`src/rtl/uart_frame_rx_writer.sv`:
```
// Receives a framed RGB565 image from the UART RX FIFO, writes it to the frame buffer
// and answers each frame with an ACK/NAK byte into the UART TX FIFO.
module uart_frame_rx_writer #(
   parameter int                    DATA_WIDTH     = 8,
   parameter int                    IMG_WIDTH      = 176,
   parameter int                    IMG_HEIGHT     = 240,
   parameter int                    FB_ADDR_WIDTH  = $clog2(IMG_WIDTH*IMG_HEIGHT),
   parameter int                    TIMEOUT_CYCLES = 12_500_000,
   parameter logic [DATA_WIDTH-1:0] SYNC0          = 8'hA5,
   parameter logic [DATA_WIDTH-1:0] SYNC1          = 8'h5A
) (
   input  logic                      clk,
   input  logic                      reset,
   input  logic [DATA_WIDTH-1:0]     rx_data,
   input  logic                      rx_empty,
   output logic                      rx_pop,
   input  logic                      tx_full,
   output logic                      tx_push,
   output logic [DATA_WIDTH-1:0]     tx_data,
   output logic                      fb_we,
   output logic [FB_ADDR_WIDTH-1:0]  fb_wAddr,
   output logic [2*DATA_WIDTH-1:0]   fb_wData,
   output logic                      busy,
   output logic                      frame_done,
   output logic                      err,
   output logic [1:0]                err_code
);

   localparam int                     TW        = $clog2(TIMEOUT_CYCLES + 1);
   localparam logic [TW-1:0]          TO_LAST   = TW'(TIMEOUT_CYCLES - 2);
   localparam logic [FB_ADDR_WIDTH-1:0] LAST_ADDR = FB_ADDR_WIDTH'(IMG_WIDTH*IMG_HEIGHT - 1);
   localparam logic [DATA_WIDTH-1:0]  ACK_BYTE  = DATA_WIDTH'(8'h06);
   localparam logic [DATA_WIDTH-1:0]  NAK_BYTE  = DATA_WIDTH'(8'h15);

   typedef enum logic [2:0] {IDLE, HDR, PIX_HI, PIX_LO, CHK, RESP} state_t;

   state_t                    state, next;
   logic [TW-1:0]             tcnt;
   logic [FB_ADDR_WIDTH-1:0]  pix_cnt;
   logic [DATA_WIDTH-1:0]     checksum;
   logic [DATA_WIDTH-1:0]     hi_byte;

   logic                      pop, timed, timeout;
   logic                      clr_frame, pix_wr, load_resp, set_code;
   logic [DATA_WIDTH-1:0]     resp_byte;
   logic [1:0]                new_code;

   always_comb begin
      next       = state;
      clr_frame  = 1'b0;
      pix_wr     = 1'b0;
      load_resp  = 1'b0;
      set_code   = 1'b0;
      resp_byte  = ACK_BYTE;
      new_code   = 2'd0;
      frame_done = 1'b0;
      err        = 1'b0;
      tx_push    = 1'b0;
      timed      = (state == HDR) || (state == PIX_HI) || (state == PIX_LO) || (state == CHK);
      timeout    = (tcnt == TO_LAST);
      // Popping is gated by reset so the FIFO is never drained while held in reset.
      pop        = reset && !rx_empty && (state != RESP);

      case (state)
         IDLE: begin
            if (pop && rx_data == SYNC0) begin
               next      = HDR;
               clr_frame = 1'b1;
            end
         end
         HDR: begin
            if (pop) begin
               if (rx_data == SYNC1)      next = PIX_HI;
               else if (rx_data == SYNC0) next = HDR;
               else                       next = IDLE;
            end
         end
         PIX_HI: begin
            if (pop) next = PIX_LO;
         end
         PIX_LO: begin
            if (pop) begin
               pix_wr = 1'b1;
               next   = (pix_cnt == LAST_ADDR) ? CHK : PIX_HI;
            end
         end
         CHK: begin
            if (pop) begin
               next      = RESP;
               load_resp = 1'b1;
               if (rx_data == checksum) begin
                  frame_done = 1'b1;
               end else begin
                  resp_byte = NAK_BYTE;
                  err       = 1'b1;
                  set_code  = 1'b1;
                  new_code  = 2'd1;
               end
            end
         end
         RESP: begin
            if (!tx_full) begin
               tx_push = 1'b1;
               next    = IDLE;
            end
         end
         default: next = IDLE;
      endcase

      // A byte arriving on the last tolerated cycle still wins over the timeout.
      if (timed && !pop && timeout) begin
         next      = RESP;
         load_resp = 1'b1;
         resp_byte = NAK_BYTE;
         err       = 1'b1;
         set_code  = 1'b1;
         new_code  = 2'd2;
      end
   end

   assign rx_pop = pop;
   assign busy   = (state != IDLE);

   always_ff @(posedge clk or negedge reset) begin
      if (!reset) state <= IDLE;
      else        state <= next;
   end

   always_ff @(posedge clk or negedge reset) begin
      if (!reset) begin
         tcnt     <= '0;
         pix_cnt  <= '0;
         checksum <= '0;
         hi_byte  <= '0;
         fb_we    <= 1'b0;
         fb_wAddr <= '0;
         fb_wData <= '0;
         tx_data  <= '0;
         err_code <= 2'd0;
      end else begin
         if (pop || !timed || next != state) tcnt <= '0;
         else                                tcnt <= tcnt + 1'b1;

         if (clr_frame) begin
            checksum <= '0;
            pix_cnt  <= '0;
            err_code <= 2'd0;
         end

         if (pop && (state == PIX_HI || state == PIX_LO)) checksum <= checksum + rx_data;
         if (pop && state == PIX_HI) hi_byte <= rx_data;

         fb_we <= pix_wr;
         if (pix_wr) begin
            fb_wAddr <= pix_cnt;
            fb_wData <= {hi_byte, rx_data};
            // Counter parks on the last address; the next header restarts it.
            if (pix_cnt != LAST_ADDR) pix_cnt <= pix_cnt + 1'b1;
         end

         if (load_resp) tx_data  <= resp_byte;
         if (set_code)  err_code <= new_code;
      end
   end

endmodule

```
`config.mk`:
```
export PLATFORM = sky130hd
export DESIGN_NAME = uart_frame_rx_writer
export DESIGN_NICKNAME = d
export VERILOG_FILES = /design/src/rtl/uart_frame_rx_writer.sv
export SDC_FILE = /design/constraint.sdc
export NUM_CORES = 1
export LEC_CHECK = 0
export BUFFER_PORTS_ARGS = -buffer_cell sky130_fd_sc_hd__buf_2
export CAP_MARGIN = 25
export CORE_MARGIN = 3
export CORE_UTILIZATION = 58
export DETAILED_ROUTE_END_ITERATION = 12
export GPL_TIMING_DRIVEN = 0
export PLACE_DENSITY = 0.78
export SLEW_MARGIN = 20
export SYNTH_ARGS = -nofsm -noshare
export SYNTH_HDL_FRONTEND = slang
export SYNTH_SLANG_ARGS = --single-unit
```
`constraint.sdc`:
```
create_clock -name clk -period 2.4 [get_ports clk]
set_input_delay 0.24 -clock clk [delete_from_list [all_inputs] [get_ports clk]]
set_output_delay 0.24 -clock clk [all_outputs]
set_load 0.05 [all_outputs]
```
==> flow_results.org <==
** Outcome
- Result of the run :: completed

** Placement
- Number of placed instances with taps included :: 658
- Summed over all nets, the half-perimeter wirelength after detailed placement is 7460 um.
- Count of input and output buffers :: 55
- Weighted congestion at the end of routability-driven global placement :: 0.852
- Instance area at placement :: 5230 sq um

** Worst setup path
- Worst setup path category :: flop to output pin
- STA classifies the critical path startpoint as a flop.
- Data on the critical path is required at its endpoint by 2.16 ns.
- Along the worst path, the maximum fanout reaches 10.
- Element type at the critical path end :: output pin
- For the worst setup path, the data arrival time is 2.05 ns.

** Die
- In this run the core area contains 32 standard-cell rows.
- The die is 96.8 um wide.
- I/O pin count :: 60
- Effective utilization at floorplan :: 61.0%
- Die area :: 9370 sq um
- The floorplan step set the die height to 96.8 um.
- The floorplan step defined a core boundary enclosing 7850 sq um.

** Clocking
- Clk buf depth :: 2
- In this run the clock root is driven by a sky130_fd_sc_hd__clkbuf_8.
- Counting every sink on the clock net gives 97.
- Source-to-sink clock delay at the later pin of the worst-skew pair :: 0.37 ns
- Clock tree synthesis inserted a total of 9 buffers.
- Clock-pin slew reported for the worst setup and hold paths after clock tree synthesis :: 0.09 ns
- H-tree levels :: 3
- TritonCTS built the clock tree.

** STA
- Across all hold checks on the routed design, the worst slack comes to 0.142 ns.
- Post-route clock period utilization :: 95.5%
- The worst pin sits at a relative slew slack of 54.2%.
- Setup repair after global routing left no endpoint under its margin.
- At the pin with the least slew margin, the transition time is 0.677 ns.
- Setup_tns :: 0 ns
- Static timing analysis puts the maximum clock frequency at 0.437 GHz.
- The total count of hold-check failures in the final report was 0.
- Final-report setup violation count :: 0
- Period minus WS final :: 2.29 ns
- Final slew viol count :: 0
- Across the routed clock network, the largest skew measured is 0.0119 ns.

** GRT
- Entering global routing, the biggest net connects 38 pins.
- Global routing used 24.0% of the available tracks.
- For this run the aggregate overflow at the end of global routing stands at 0.
- First-pass GRT wire length :: 18400 um
- For this run, global-route usage on met2 was measured as 36.9%.
- Vias in the first global route :: 3836
- Global routing used 4.61% of the available met3 tracks.
- GR Layer Usage met1 :: 34.0%
- Busiest layer in global routing :: met2
- Antenna violations before repair :: 0

** Cells and area
- Fill cells in the final layout number 611.
- The net count of the finished layout is 598.
- Final instance area :: 5610 sq um
- Signed area change from the synthesized netlist to the final layout :: 17.3%
- Ant diodes :: 0
- Most common cell after layout, fill and taps aside :: sky130_fd_sc_hd__nand2_1
- Footprint of the multi-input gates :: 2230 sq um
- Fraction of final layout cells with drive strength greater than 1 :: 20.2%
- In the layout the commonest cells are 126 x sky130_fd_sc_hd__nand2_1, 96 x sky130_fd_sc_hd__dfrtp_1, 55 x sky130_fd_sc_hd__buf_2.
- The finished layout holds 682 standard cells, fillers aside.
- Sequential cell area :: 2430 sq um

** Power
- The design draws 0.00302 W.
- Total leakage power :: 2.78 nW
- Worst-case vdd ir drop :: 0.368 mV
- P per Cell Area :: 538 nW/um^2

** Synth
- Most instantiated flip-flop cell in the synthesis netlist :: sky130_fd_sc_hd__dfrtp_1
- The synthesized netlist occupies a cell area of 4780 sq um.
- Number of synthesized register bits :: 97
- Of the synthesized area, sequential elements account for 50.7%.
- Distinct cell type count of the synthesized netlist :: 53
- Instance count of the mapped netlist :: 497
- Cell accounting for the most synthesized area :: sky130_fd_sc_hd__dfrtp_1
- After synthesis, the share of flip-flops with an asynchronous set or reset is 100%.
- Syn_area_per_cell :: 9.62 sq um
- Synth warnings :: 0
- Summed over its instances, the top area cell type makes up 50.7% of the synthesized netlist area.
- Counting flops with a built-in enable in the synthesized netlist gives 0.
- By area the synthesized netlist is led by sky130_fd_sc_hd__dfrtp_1 51%, sky130_fd_sc_hd__nand2_1 9.9%, sky130_fd_sc_hd__nand3_1 3.9%.

** Drt
- DRT Pass-1 Iters :: 5
- Detailed routing inserted a total of 3861 vias.
- For this block, the initial DRC count from the detailed router was 246.
- In the routed design, unresolved DRC markers number 0.
- Number of nets with antenna violations after routing :: 0
- Per-cell via count in the routed design :: 5.66
- Average routed wire per standard cell :: 15.8 um
- Total wire length after detailed routing :: 10800 um

** Worst hold path
- In this run the worst hold path is classified as input port to flop.

** Job
- The tool flagged a number of max-cap violations equal to 0.
==> per-layer routing <==
| layer | share of wire (%) | vias to the layer above | wire (um) |
|---|---|---|---|
| met5 | 0 | - | 0 |
| met4 | 2.6 | 0 | 278 |
| met3 | 5.3 | 24 | 572 |
| met2 | 47 | 118 | 5040 |
| met1 | 45 | 1863 | 4890 |
| li1 | - | 1856 | - |
==> logic make-up (layout without fill, tap and decap cells) <==
kind of cell	Yosys count	after routing	share of synthesized area (%)
AO/OA/AOI/OAI	40	40	5.10
XOR/XNOR	35	35	6.80
adder cells (fa/ha/maj)	11	11	3.03
buffers and inverters	32	112	3.22
flip-flops	97	97	50.7
multiplexers	11	11	2.51
other	1	4	0.0784
AND/OR/NAND/NOR	270	270	28.5
==> final timing paths <==
check                           start      endpoint  slack, ns  depth (start not counted)
max reg2reg                   tcnt[7]      tcnt[20]       0.14                          8
min reg2reg                tx_data[2]    tx_data[2]       0.47                          1
min                        rx_data[0]   fb_wData[0]       0.14                          3
max in group asynchronous       reset    hi_byte[2]       1.66                          3
min in group asynchronous       reset  fb_wAddr[13]       0.50                          4
max                          state[2]       tx_push       0.11                          4
==> repair_timing <==
action,CTS,global route
buffers inserted,0,1
hold endpoints to repair,37,0
endpoints found under the setup margin,2,22
resized for setup,0,8
pin swaps,0,2
gates cloned,1,0
hold buffers,6,0
==> report_power, final <==
| part | internal, W | switching [W] |
|---|---|---|
| Sequential | 0.00164 | 0.00000611 |
| Clock | 0.000619 | 0.000581 |
| Combinational | 0.0000637 | 0.000106 |
| Total | 0.00232 | 0.000694 |
==> synthesized netlist by cell type (all sizes together) (2+ instances only) <==
library cell	number
xnor2	17
dfrtp	97
nor3	27
mux2i	3
nand2b	3
a21oi	9
buf	11
o31ai	3
o41ai	2
nor2	24
nand2	126
nor4	6
and2	4
nor4b	4
ha	10
a31oi	2
clkbuf	12
nand4	10
nand4b	4
xor2	18
mux2	8
and3	5
and4	4
o211ai	4
nor2b	3
or3	5
inv	8
nand3	38
o21ai	16
==> critical path: stages, from the launching register on <==
cell                       delay [ns]
sky130_fd_sc_hd__dfrtp_1         0.44
sky130_fd_sc_hd__clkbuf_1        0.34
sky130_fd_sc_hd__nor2b_1         0.25
sky130_fd_sc_hd__nor3b_1         0.33
sky130_fd_sc_hd__buf_2           0.33
==> cell type report <==
type | instances | area share, %
buffer | 23 | 2.14
timing repair buffer | 64 | 7.98
sequential | 97 | 43.3
tap | 102 | 2.27
inverter | 9 | 0.602
multi-input combinational | 371 | 39.7
clock buffer | 10 | 2.45
clock inverter | 6 | 1.60
==> stage by stage <==
stage                     setup WS, ns  util, %
after floorplan                  0.157        -
after global placement           -1.32     66.2
after detailed placement        -0.335     66.7
after CTS                       0.0441     71.1
after global routing           0.00627     71.5
final                            0.109     71.5
==> registers in the layout, indices dropped and copies added, names as in the netlist <==
register,count
tcnt,24
fb_we,1
fb_wAddr,16
fb_wData,16
state,3
checksum,8
tx_data,3
hi_byte,8
err_code,2
pix_cnt,16
No activity file was read; power rests on OpenSTA's default activity.
